<file path="src/rtl/axi_burst_pkg.sv">
// Shared AXI burst types and helpers for the AR/AW burst splitters.
package axi_burst_pkg;

  typedef enum logic [1:0] {
    FIXED = 2'd0,
    INCR  = 2'd1,
    WRAP  = 2'd2
  } burst_e;

  typedef enum logic {
    IDLE  = 1'b0,
    ISSUE = 1'b1
  } state_e;

  // Bytes-per-beat to AxSIZE encoding.
  function automatic logic [2:0] size_of(input int unsigned nbytes);
    int unsigned lg;
    lg = $clog2(nbytes);
    return lg[2:0];
  endfunction

endpackage

</file>
<file path="src/rtl/axi_chunk_calc.sv">
// Size of the next INCR burst: clipped to the end of the current naturally
// aligned MTB window and to the bytes still owed.
module axi_chunk_calc #(
  parameter int ADDR_WIDTH = 16,
  parameter int LEN_WIDTH  = 16,
  parameter int BPB        = 4,
  parameter int MTB        = 64
) (
  input  logic [ADDR_WIDTH-1:0] addr_i,
  input  logic [LEN_WIDTH-1:0]  remaining_i,
  output logic [LEN_WIDTH-1:0]  bytes_o,
  output logic [7:0]            arlen_o
);

  localparam int SHIFT = $clog2(BPB);

  logic [ADDR_WIDTH-1:0] offs;
  logic [LEN_WIDTH-1:0]  room;
  logic [LEN_WIDTH-1:0]  beats_m1;
  logic [LEN_WIDTH+7:0]  beats_wide;
  logic                  unused_hi;

  assign offs       = addr_i & ADDR_WIDTH'(MTB - 1);
  assign room       = LEN_WIDTH'(MTB) - LEN_WIDTH'(offs);
  assign bytes_o    = (remaining_i < room) ? remaining_i : room;
  assign beats_m1   = (bytes_o >> SHIFT) - LEN_WIDTH'(1);
  // Bytes never exceed 256*BPB, so only the low 8 bits of the beat count matter.
  assign beats_wide = {8'b0, beats_m1};
  assign arlen_o    = beats_wide[7:0];
  assign unused_hi  = ^beats_wide[LEN_WIDTH+7:8];

endmodule

</file>
<file path="src/rtl/axi_ar_burst_splitter.sv">
// Splits one read command into a train of AR INCR bursts, each confined to a
// naturally aligned MAX_TRANSACTION_BYTES window.
module axi_ar_burst_splitter
  import axi_burst_pkg::*;
#(
  parameter int ADDR_WIDTH            = 16,
  parameter int DATA_WIDTH            = 32,
  parameter int ID_WIDTH              = 4,
  parameter int MAX_TRANSACTION_BYTES = 64,
  parameter int LEN_WIDTH             = 16
) (
  input  logic                  aclk,
  input  logic                  areset,
  input  logic                  cmd_valid,
  output logic                  cmd_ready,
  input  logic [ADDR_WIDTH-1:0] cmd_addr,
  input  logic [LEN_WIDTH-1:0]  cmd_len,
  input  logic [ID_WIDTH-1:0]   cmd_id,
  output logic                  arvalid,
  input  logic                  arready,
  output logic [ADDR_WIDTH-1:0] araddr,
  output logic [7:0]            arlen,
  output logic [2:0]            arsize,
  output logic [1:0]            arburst,
  output logic [ID_WIDTH-1:0]   arid,
  output logic                  cmd_err,
  output logic                  busy
);

  localparam int BPB = DATA_WIDTH / 8;
  localparam logic [2:0] ARSIZE = size_of(BPB);

  state_e                state_q;
  logic                  cmd_ready_q, arvalid_q, cmd_err_q, busy_q;
  logic [ADDR_WIDTH-1:0] araddr_q;
  logic [7:0]            arlen_q;
  logic [ID_WIDTH-1:0]   arid_q;
  logic [LEN_WIDTH-1:0]  rem_q, bytes_q;

  logic [ADDR_WIDTH-1:0] nxt_addr_d, calc_addr;
  logic [LEN_WIDTH-1:0]  nxt_rem_d, calc_rem, calc_bytes;
  logic [7:0]            calc_len;
  logic                  legal;

  assign legal = (cmd_len != '0)
              && ((cmd_len & LEN_WIDTH'(BPB - 1)) == '0)
              && ((cmd_addr & ADDR_WIDTH'(BPB - 1)) == '0);

  assign nxt_addr_d = araddr_q + ADDR_WIDTH'(bytes_q);
  assign nxt_rem_d  = rem_q - bytes_q;

  // One calculator serves both the first chunk (from the command) and every
  // following chunk (from the post-handshake address/remaining).
  assign calc_addr = (state_q == IDLE) ? cmd_addr : nxt_addr_d;
  assign calc_rem  = (state_q == IDLE) ? cmd_len  : nxt_rem_d;

  axi_chunk_calc #(
    .ADDR_WIDTH(ADDR_WIDTH),
    .LEN_WIDTH (LEN_WIDTH),
    .BPB       (BPB),
    .MTB       (MAX_TRANSACTION_BYTES)
  ) u_calc (
    .addr_i     (calc_addr),
    .remaining_i(calc_rem),
    .bytes_o    (calc_bytes),
    .arlen_o    (calc_len)
  );

  always_ff @(posedge aclk or posedge areset) begin
    if (areset) begin
      state_q     <= IDLE;
      cmd_ready_q <= 1'b0;
      arvalid_q   <= 1'b0;
      cmd_err_q   <= 1'b0;
      busy_q      <= 1'b0;
      araddr_q    <= '0;
      arlen_q     <= '0;
      arid_q      <= '0;
      rem_q       <= '0;
      bytes_q     <= '0;
    end else begin
      cmd_err_q <= 1'b0;
      case (state_q)
        IDLE: begin
          cmd_ready_q <= 1'b1;
          if (cmd_valid && cmd_ready_q) begin
            if (legal) begin
              araddr_q    <= cmd_addr;
              rem_q       <= cmd_len;
              arid_q      <= cmd_id;
              bytes_q     <= calc_bytes;
              arlen_q     <= calc_len;
              arvalid_q   <= 1'b1;
              busy_q      <= 1'b1;
              cmd_ready_q <= 1'b0;
              state_q     <= ISSUE;
            end else begin
              cmd_err_q <= 1'b1;
            end
          end
        end
        ISSUE: begin
          if (arready) begin
            if (nxt_rem_d == '0) begin
              arvalid_q   <= 1'b0;
              busy_q      <= 1'b0;
              cmd_ready_q <= 1'b1;
              state_q     <= IDLE;
            end else begin
              araddr_q <= nxt_addr_d;
              rem_q    <= nxt_rem_d;
              bytes_q  <= calc_bytes;
              arlen_q  <= calc_len;
            end
          end
        end
        default: state_q <= IDLE;
      endcase
    end
  end

  assign cmd_ready = cmd_ready_q;
  assign arvalid   = arvalid_q;
  assign araddr    = araddr_q;
  assign arlen     = arlen_q;
  assign arid      = arid_q;
  assign cmd_err   = cmd_err_q;
  assign busy      = busy_q;
  assign arsize    = ARSIZE;
  assign arburst   = INCR;

endmodule
</file>
<file path="config.mk">
export PLATFORM = sky130hd
export DESIGN_NAME = axi_ar_burst_splitter
export DESIGN_NICKNAME = d
export VERILOG_FILES = /design/src/rtl/axi_burst_pkg.sv /design/src/rtl/axi_chunk_calc.sv /design/src/rtl/axi_ar_burst_splitter.sv
export SDC_FILE = /design/constraint.sdc
export NUM_CORES = 1
export LEC_CHECK = 0
export CORE_ASPECT_RATIO = 2
export CORE_UTILIZATION = 35
export DETAILED_ROUTE_END_ITERATION = 8
export PLACE_DENSITY = 0.62
export SLEW_MARGIN = 0
export SYNTH_ARGS = -nofsm -noshare
export SYNTH_HDL_FRONTEND = slang
export SYNTH_HIERARCHICAL = 1
export SYNTH_SLANG_ARGS = --single-unit
</file>
<file path="constraint.sdc">
create_clock -name aclk -period 9.5 [get_ports aclk]
set_clock_uncertainty 0.15 [all_clocks]
set_input_delay 2.85 -clock aclk [delete_from_list [all_inputs] [get_ports aclk]]
set_output_delay 2.85 -clock aclk [all_outputs]
set_load 0.005 [all_outputs]
</file>
Yosys cells after proc, flatten, opt, wreduce, memory -nomap -nowiden
Cells that the tools add are included.

word-level totals
  register bits after elaboration = 64
  output and inout bits = 37
  input bits = 40
  word-level logic and storage cells = 71

operators by class
  equal/unequal tests = 5
  bitwise gates (word level) = 1
  reduce and logical (&&, ||, !) cells = 11
  add/sub/neg operators = 4
  muxes and demuxes = 40
  order comparisons = 1

operators with widths
  cell                                                                count
  16-bit two-way mux                                                  14
  16-bit case mux with 2 select lines                                 3
  16-bit zero test                                                    3
  8-bit two-way mux                                                   4
  16-bit adder                                                        1
  16-bit less-than comparator                                         1
  8-bit case mux with 2 select lines                                  1
  16-bit nonzero test                                                 1
  16-bit subtractor                                                   1
  1-bit two-way mux                                                   14
  4-bit AND reduction                                                 2
  7-bit by 6-bit subtractor with 8-bit output, first input constant   1
  8-bit by 1-bit subtractor with 8-bit output, second input constant  1
  6-bit two-way mux                                                   1
  2-bit != test, second input constant                                3
  1-bit case mux with 2 select lines                                  3
  2-bit by 1-bit != test with 1-bit output, second input constant     2
  1-bit logical AND                                                   3
  3-bit AND reduction                                                 1
  2-bit AND reduction                                                 1
  1-bit NOT                                                           1

Depth between registers and ports, before layout
Gate-level depths: netlist (run 1).

  depth after elaboration = 9
  gate-level depth with buffers = 22
  mapped depth without buffers = 21

Modules after synthesis
Netlist (run 1), hierarchy kept.

modules (own cells, without submodules)
  module                 area an instance (µm²)  seq. area each (µm²)  cells each  instances
  axi_ar_burst_splitter  4,738.3                 1,601.5               452         1
  axi_chunk_calc         648.1                   0.0                   91          1

Worst setup path after synthesis (run 1)
OpenSTA, ideal clock, no wires.

  kind = input port to flip-flop
  start = input cmd_addr[0]
  end = register arlen_q[4] (netlist: arlen[4])
  arrival time = 6.132 ns
  data required time = 9.225 ns
  library setup time = 0.125 ns
  path slack = 3.092 ns
  stages = 19
  path buffers = 1
  cells stage by stage = mux2_2 > inv_1 > ha_1 > nand2_1 > and2_1 > nor2_1 > inv_1 > ha_1 > o311a_1 > a311o_1 > nor2_4 > buf_6 > mux2i_1 > ha_1 > nand2_1 > xnor2_1 > nand2_1 > o21ai_0 > mux2_4

on the way
  cells in the longest elaborated chain, start to end = 8
  elaborated cells on any way between the ends = 14
  classes of those cells = add/sub: 2; order compare: 1; eq/ne: 1; mux: 7; reduce/logical: 3

RTL lines
  element                                          RTL line                                                   RTL
  from (decl)                                      axi_ar_burst_splitter.sv:16                                input logic [ADDR_WIDTH-1:0] cmd_addr,
  6-bit two-way mux (*)                            axi_ar_burst_splitter.sv:54                                assign calc_addr = (state_q == IDLE) ? cmd_addr : nxt_addr_d;
  7-bit by 6-bit subtractor with 8-bit output (*)  axi_chunk_calc.sv:24                                       assign room = LEN_WIDTH'(MTB) - LEN_WIDTH'(offs);
  16-bit less-than comparator                      axi_chunk_calc.sv:25                                       assign bytes_o = (remaining_i < room) ? remaining_i : room;
  16-bit two-way mux (*)                           axi_chunk_calc.sv:25
  8-bit by 1-bit subtractor with 8-bit output (*)  axi_chunk_calc.sv:26                                       assign beats_m1 = (bytes_o >> SHIFT) - LEN_WIDTH'(1);
  named net calc_len[4]                            axi_ar_burst_splitter.sv:42                                logic [7:0] calc_len;
  8-bit two-way mux (on tied branches)             axi_ar_burst_splitter.sv:104, axi_ar_burst_splitter.sv:87
  8-bit two-way mux (on tied branches)             axi_ar_burst_splitter.sv:103, axi_ar_burst_splitter.sv:86
  8-bit case mux with 2 select lines (*)           axi_ar_burst_splitter.sv:83                                case (state_q)
  to (signal assigned)                             axi_ar_burst_splitter.sv:92                                arlen_q <= calc_len;
  to (signal assigned)                             axi_ar_burst_splitter.sv:113                               arlen_q <= calc_len;
  to (decl)                                        axi_ar_burst_splitter.sv:36                                logic [7:0] arlen_q;

Mark *: on every way through the listed nets, which the timed path passes. The rest lies on a longest branch. The select of a mux whose other input is x is not followed.
A chain may end at the register's enable or synchronous reset.

Worst setup path after layout (run 1)
  start = input cmd_addr[0]
  end = register arlen_q[4] (netlist: arlen[4])

on the way
  cells in the longest elaborated chain, start to end = 8
  elaborated cells on any way between the ends = 14
  classes of those cells = add/sub: 2; order compare: 1; eq/ne: 1; mux: 7; reduce/logical: 3

RTL lines
  element                                          RTL line                                                   RTL
  6-bit two-way mux (*)                            axi_ar_burst_splitter.sv:54
  named net calc_addr[0]                           axi_ar_burst_splitter.sv:40                                logic [ADDR_WIDTH-1:0] nxt_addr_d, calc_addr;
  7-bit by 6-bit subtractor with 8-bit output (*)  axi_chunk_calc.sv:24
  16-bit less-than comparator                      axi_chunk_calc.sv:25
  16-bit two-way mux (*)                           axi_chunk_calc.sv:25
  8-bit by 1-bit subtractor with 8-bit output (*)  axi_chunk_calc.sv:26
  named net calc_len[4]                            axi_ar_burst_splitter.sv:42
  8-bit two-way mux (on tied branches)             axi_ar_burst_splitter.sv:104, axi_ar_burst_splitter.sv:87
  8-bit two-way mux (on tied branches)             axi_ar_burst_splitter.sv:103, axi_ar_burst_splitter.sv:86
  8-bit case mux with 2 select lines (*)           axi_ar_burst_splitter.sv:83

Marked as above.

==> results.cfg, run 1 <==
[outcome]
status = complete, no violations

[layout]
seq_area_um2 = 1602
finalNonFillerCells = 808
diodes = 0
area_delta_synth_final_pct = 20.65
mostFrequentLayoutCells = 71 x clkdlybuf4s50_1, 64 x dfrtp_1, 41 x mux2_4
drive_above_1_share_pct = 18.92
multi_input_area_um2 = 3457
final_common_cell = clkdlybuf4s50_1
fillers = 1424
layout.nets = 687

[sta]
setup_viol = 0
rsz0062_at_grt = no
fmax_mhz = 142.1
finalCriticalPeriod_ps = 7037
finalMaxSlewViolations = 0
fin_crit_sh_pct = 74.07
final_hold_viol_count = 0
worst_pin_slew_ps = 973.8
setup_tns_ps = 0
slew_headroom_pct = 35.08

[clock_network]
cts_sinks = 64
post_cts_buffers = 0
clock_latency_ps = 330
cts_resized = 0
clk_pin_slew_ps = 60
cts_buffer_depth = 2
postCtsHoldBufs = 0
cts_buffers = 9
htreeDepth = 3
root_buffer = clkbuf_16
cts_tree = built

[critical_path]
worstSetupStartpointType = primary input
cp.depth = 19
crit_required_ps = 9570
crit_path_max_incr_delay_ps = 410
r2r.worst_path.cells = 21
slowest_stage = clkdlybuf4s50_1
cp-end-kind = flop
worst_ep_arrival_time_ps = 7100
path_class = primary input to flop
cp_max_fo = 14
crit_chain = clkdlybuf4s50_1 > mux2_2 > inv_1 > ha_1 > nand2_1 > and2_1 > nor2_1 > inv_1 > ha_1 > o311a_1 > a311o_1 > nor2_4 > mux2i_1 > ha_1 > nand2_1 > xnor2_1 > nand2_1 > o21ai_0 > mux2_4
cp.buffers_inverters = 3
crit_family = simple AND/OR/NAND/NOR gates

[synthesis]
synth_top_area_share_pct = 29.73
synth_area_per_cell_um2 = 9.920
synth_top_area_cell = dfrtp_1
async_flop_share_pct = 100.0
netlist_instances = 543
ys_seq_area_share_pct = 29.73
yosys.cell_types.count = 70
synth_area_leaders = dfrtp_1 30%, mux2_4 11%, ha_1 8.6%
synth_ff_type = dfrtp_1
ys_seq_elements = 64
yosysWarnings = 6
synth_edf_count = 0
netlist_area_um2 = 5386

[global_routing]
grt.total_usage_pct = 19.15
grt_max_degree = 65
grt_pass1_wl_um = 23600
antenna_found_initial = 0
grt_pass1_vias = 4607
grt_overflow = 0

[die]
std_cell_rows = 63
core-area_um2 = 14900
fp.dieW_um = 89.72
initial_core_util_pct = 36.16
ios = 77
die_area_um2 = 15920
die_height_um = 177.4

[route]
wl_um = 14940
wl_per_cell_um = 18.49
vias = 4400
firstDrtPassIters = 4
drt_drc_violations_left = 0
ant_nets = 0
drt_iter0_markers = 180
via_per_inst = 5.446

[min_path]
worstHoldPathType = flop to flop
hold_depth = 1

[run]
cap_viol_max_count = 0

[place]
gp_congestion = 0.8744
dp_hpwl_um = 11800
port_buffers = 71
dp.cells = 792
==> area by class of cell <==
class / instances / share of cell area, %
clock buffers: 9 / 3.466
clock inverters: 7 / 1.117
flip-flops and latches: 64 / 24.64
well taps: 195 / 3.754
inverters: 40 / 2.310
repair buffers: 76 / 11.51
multi-input cells: 417 / 53.20
==> cells in the mapped netlist, drive strengths merged, types with 2 or more instances <==
cell type / count
fa: 2
a41oi: 2
mux2i: 6
nor3: 16
o21bai: 2
nand2: 26
a31oi: 6
o31ai: 6
a21boi: 3
inv: 39
xnor2: 16
a21oi: 25
conb: 3
o2111ai: 5
and3: 4
or3: 3
nor4b: 2
nor2b: 7
nor4: 8
o311a: 2
o21ai: 30
clkbuf: 9
nand3: 13
ha: 37
a221oi: 2
a21o: 13
o21a: 7
nor2: 28
nand4: 4
o211ai: 2
dfrtp: 64
xor2: 8
a211oi: 11
or2: 4
and2: 4
nand2b: 3
mux2: 78
buf: 24
==> layer usage <==
metal / global-route usage (%) / share of wire (%)
met1: 18.22 / 35
met2: 39.07 / 58
met3: 2.485 / 2.9
met4: 9.699 / 3.8
met5: 0 / 0
==> flip-flops by register name (all words and copies together) (netlist names) <==
register	count
cmd_ready	1
arlen	8
cmd_err	1
araddr	16
rem_q	16
state_q	1
busy	1
bytes_q	16
arid	4
==> final timing paths <==
check	startpoint	end	slack [ps]
max	cmd_addr[0]	arlen[4]$_DFFE_PP0P_	2460
min	rem_q[0]$_DFFE_PP0P_	rem_q[0]$_DFFE_PP0P_	360
max reg2reg	araddr[0]$_DFFE_PP0P_	arlen[4]$_DFFE_PP0P_	4150
min reg2reg	rem_q[0]$_DFFE_PP0P_	rem_q[0]$_DFFE_PP0P_	360
max in group asynchronous	areset	busy$_DFFE_PP0P_	5710
min in group asynchronous	areset	araddr[5]$_DFFE_PP0P_	2920
==> per-stage QoR <==
step / cell area (um^2) / hold WS [ps] / setup slack [ps] / util, %
2_1_floorplan: 5428 / 330.7 / 3092 / -
3_3_place_gp: 6201 / 341.6 / 2248 / 41.62
3_5_place_dp: 6201 / 345.6 / 2151 / 41.62
4_1_cts: 6499 / 358.7 / 2482 / 43.62
5_1_grt: 6499 / 375.6 / 2177 / 43.62
6_report: 6499 / 360.8 / 2463 / 43.62
==> worst register-to-register path, stage by stage, from the launching register on <==
cell and delay (ps):
dfrtp_1 410, ha_1 240, inv_1 80, fa_1 420
o21ai_0 460, inv_1 110, ha_1 230, nand2_1 100
nor2_1 60, nor2_1 240, inv_1 100, ha_1 220
o311a_1 350, a311o_1 410, nor2_4 350, mux2i_1 340
ha_1 340, nand2_1 100, xnor2_1 140, nand2_1 70
o21ai_0 70, mux2_4 260
==> kinds of logic (layout without fill, tap and decap cells) <==
kind of cell | after synthesis | after routing | share of synthesized area (%)
AOI/OAI and AO/OA | 130 | 130 | 16.70
xor gates and xnor gates | 24 | 24 | 4.042
adders and majority gates | 39 | 39 | 9.338
buffers and inverters | 73 | 132 | 6.992
DFF | 64 | 64 | 29.73
muxes | 84 | 84 | 20.28
other | 3 | 14 | 0.2090
and+or+nand+nor | 126 | 126 | 12.71
Power of run 1 is not shown: default switching activity piles up to over one toggle a cycle in this logic, so the estimate is an artifact.
==> run 2: changes to the inputs <==
==> constraint.sdc (replaced) <==
create_clock -name aclk -period 7.4 [get_ports aclk]
set_clock_uncertainty 0.15 [all_clocks]
set_input_delay 2.22 -clock aclk [delete_from_list [all_inputs] [get_ports aclk]]
set_output_delay 2.22 -clock aclk [all_outputs]
set_load 0.005 [all_outputs]
==> run 2 against run 1 <==
Register-to-register slack lost 2100 ps. Largest cell class unchanged. Count of clock-buffer cells in the layout grew 2. Core utilization grew 0.22 points. Cell count grew 0.37%. Critical path depth is the same. Sequential cell count is the same. Sequential share of layout area shrank 0.12 points. Global-route usage grew 0.30 points. Non-clock buffer count grew 3.
==> results.cfg, run 2 (synthesized netlist as in run 1, its figures left out) <==
[outcome]
status = complete, no violations

[critical_path]
worstSetupStartpointType = primary input
r2r-end = arlen[4]$_DFFE_PP0P_
reg2reg_slack_ps = 2040
cp.depth = 19
crit_required_ps = 7460
r2r.worst_path.cells = 21
cp.buffers_inverters = 3
slowest_stage = a311o_1
endpoint = arlen[4]$_DFFE_PP0P_
crit_path_max_incr_delay_ps = 420
r2r_start = bytes_q[0]$_DFFE_PP0P_
path_class = primary input to flop
cp-end-kind = flop
crit_chain = clkdlybuf4s50_1 > mux2_2 > inv_1 > ha_1 > nand2_1 > and2_1 > nor2_1 > inv_1 > ha_1 > o311a_1 > a311o_1 > nor2_4 > mux2i_1 > ha_1 > nand2_1 > xnor2_1 > nand2_1 > o21ai_0 > mux2_4
cp_max_fo = 14
crit_family = simple AND/OR/NAND/NOR gates
worst_ep_arrival_time_ps = 6380
startpoint = cmd_addr[0]

[die]
initial_core_util_pct = 36.16
fp.dieW_um = 89.72
core-area_um2 = 14900
die_height_um = 177.4
std_cell_rows = 63
die_area_um2 = 15920
ios = 77

[route]
drt_iter0_markers = 213
via_per_inst = 5.380
vias = 4363
wl_um = 15210
wl_per_cell_um = 18.75
firstDrtPassIters = 4
drt_drc_violations_left = 0
ant_nets = 0

[clock_network]
cts_tree = built
htreeDepth = 3
cts_buffer_depth = 2
clock_latency_ps = 330
postCtsHoldBufs = 0
post_cts_buffers = 0
root_buffer = clkbuf_16
clk_pin_slew_ps = 50
cts_buffers = 9
cts_resized = 0
cts_sinks = 64

[layout]
mostFrequentLayoutCells = 71 x clkdlybuf4s50_1, 64 x dfrtp_1, 41 x mux2_4
diodes = 0
final_common_cell = clkdlybuf4s50_1
finalNonFillerCells = 811
layout.nets = 690
drive_above_1_share_pct = 19.32
area_delta_synth_final_pct = 21.25
fillers = 1427

[global_routing]
grt_pass1_wl_um = 23890
grt_max_degree = 65
antenna_found_initial = 0
grt.total_usage_pct = 19.44
grt_pass1_vias = 4620
grt_overflow = 0

[sta]
fin_crit_sh_pct = 85.40
slew_headroom_pct = 34.36
fin_ws_ps = 1081
finalCriticalPeriod_ps = 6319
rsz0062_at_grt = no
finalMaxSlewViolations = 0
fmax_mhz = 158.2
setup_tns_ps = 0
setup_viol = 0
worst_pin_slew_ps = 984.6
final_hold_viol_count = 0

[place]
gp_congestion = 0.8924
dp.cells = 795
dp_hpwl_um = 11850
place_ws_ps = 745.6
port_buffers = 71

[min_path]
worstHoldPathType = flop to flop

[run]
cap_viol_max_count = 0
## run 2: metrics by stage
step / util [%] / area (um^2) / hold slack (ps)
6_report: 43.84 / 6531 / 355.9
5_1_grt: 43.84 / 6531 / 378.3
4_1_cts: 43.84 / 6531 / 359.9
3_5_place_dp: 41.77 / 6223 / 345.8
3_3_place_gp: 41.77 / 6223 / 342.3
2_1_floorplan: - / 5428 / 330.7
## run 2: worst min-delay path by stage
| stage | endpoint | slack, ps | cells after the start | from |
|---|---|---|---|---|
| floorplan | rem_q[0]$_DFFE_PP0P_ | 330 | 1 | rem_q[0]$_DFFE_PP0P_ |
| global placement | arid[1]$_DFFE_PP0P_ | 340 | 1 | arid[1]$_DFFE_PP0P_ |
| detailed placement | arlen[3]$_DFFE_PP0P_ | 350 | 1 | arlen[3]$_DFFE_PP0P_ |
| CTS | rem_q[0]$_DFFE_PP0P_ | 360 | 1 | rem_q[0]$_DFFE_PP0P_ |
| global route | arid[1]$_DFFE_PP0P_ | 380 | 1 | arid[1]$_DFFE_PP0P_ |
| finish | rem_q[0]$_DFFE_PP0P_ | 360 | 1 | rem_q[0]$_DFFE_PP0P_ |
## run 2: per-layer routing
layer  vias up  track usage (%)  wire length [um]
met1      2138            18.18              5442
met4         0            11.13               754
li1       2090                -                 -
met2        98            39.20              8677
met5         -                0                 0
met3        37            2.871               335
## run 2: area by class of cell
cell class	count	area (um^2)	area share (%)
multi-input cells	417	3457	52.93
well taps	195	244.0	3.736
clock buffers	11	252.7	3.870
flip-flops and latches	64	1602	24.52
clock inverters	5	55.05	0.8429
inverters	40	150.1	2.299
repair buffers	79	770.7	11.80
Power of run 2 is left out for the same reason.
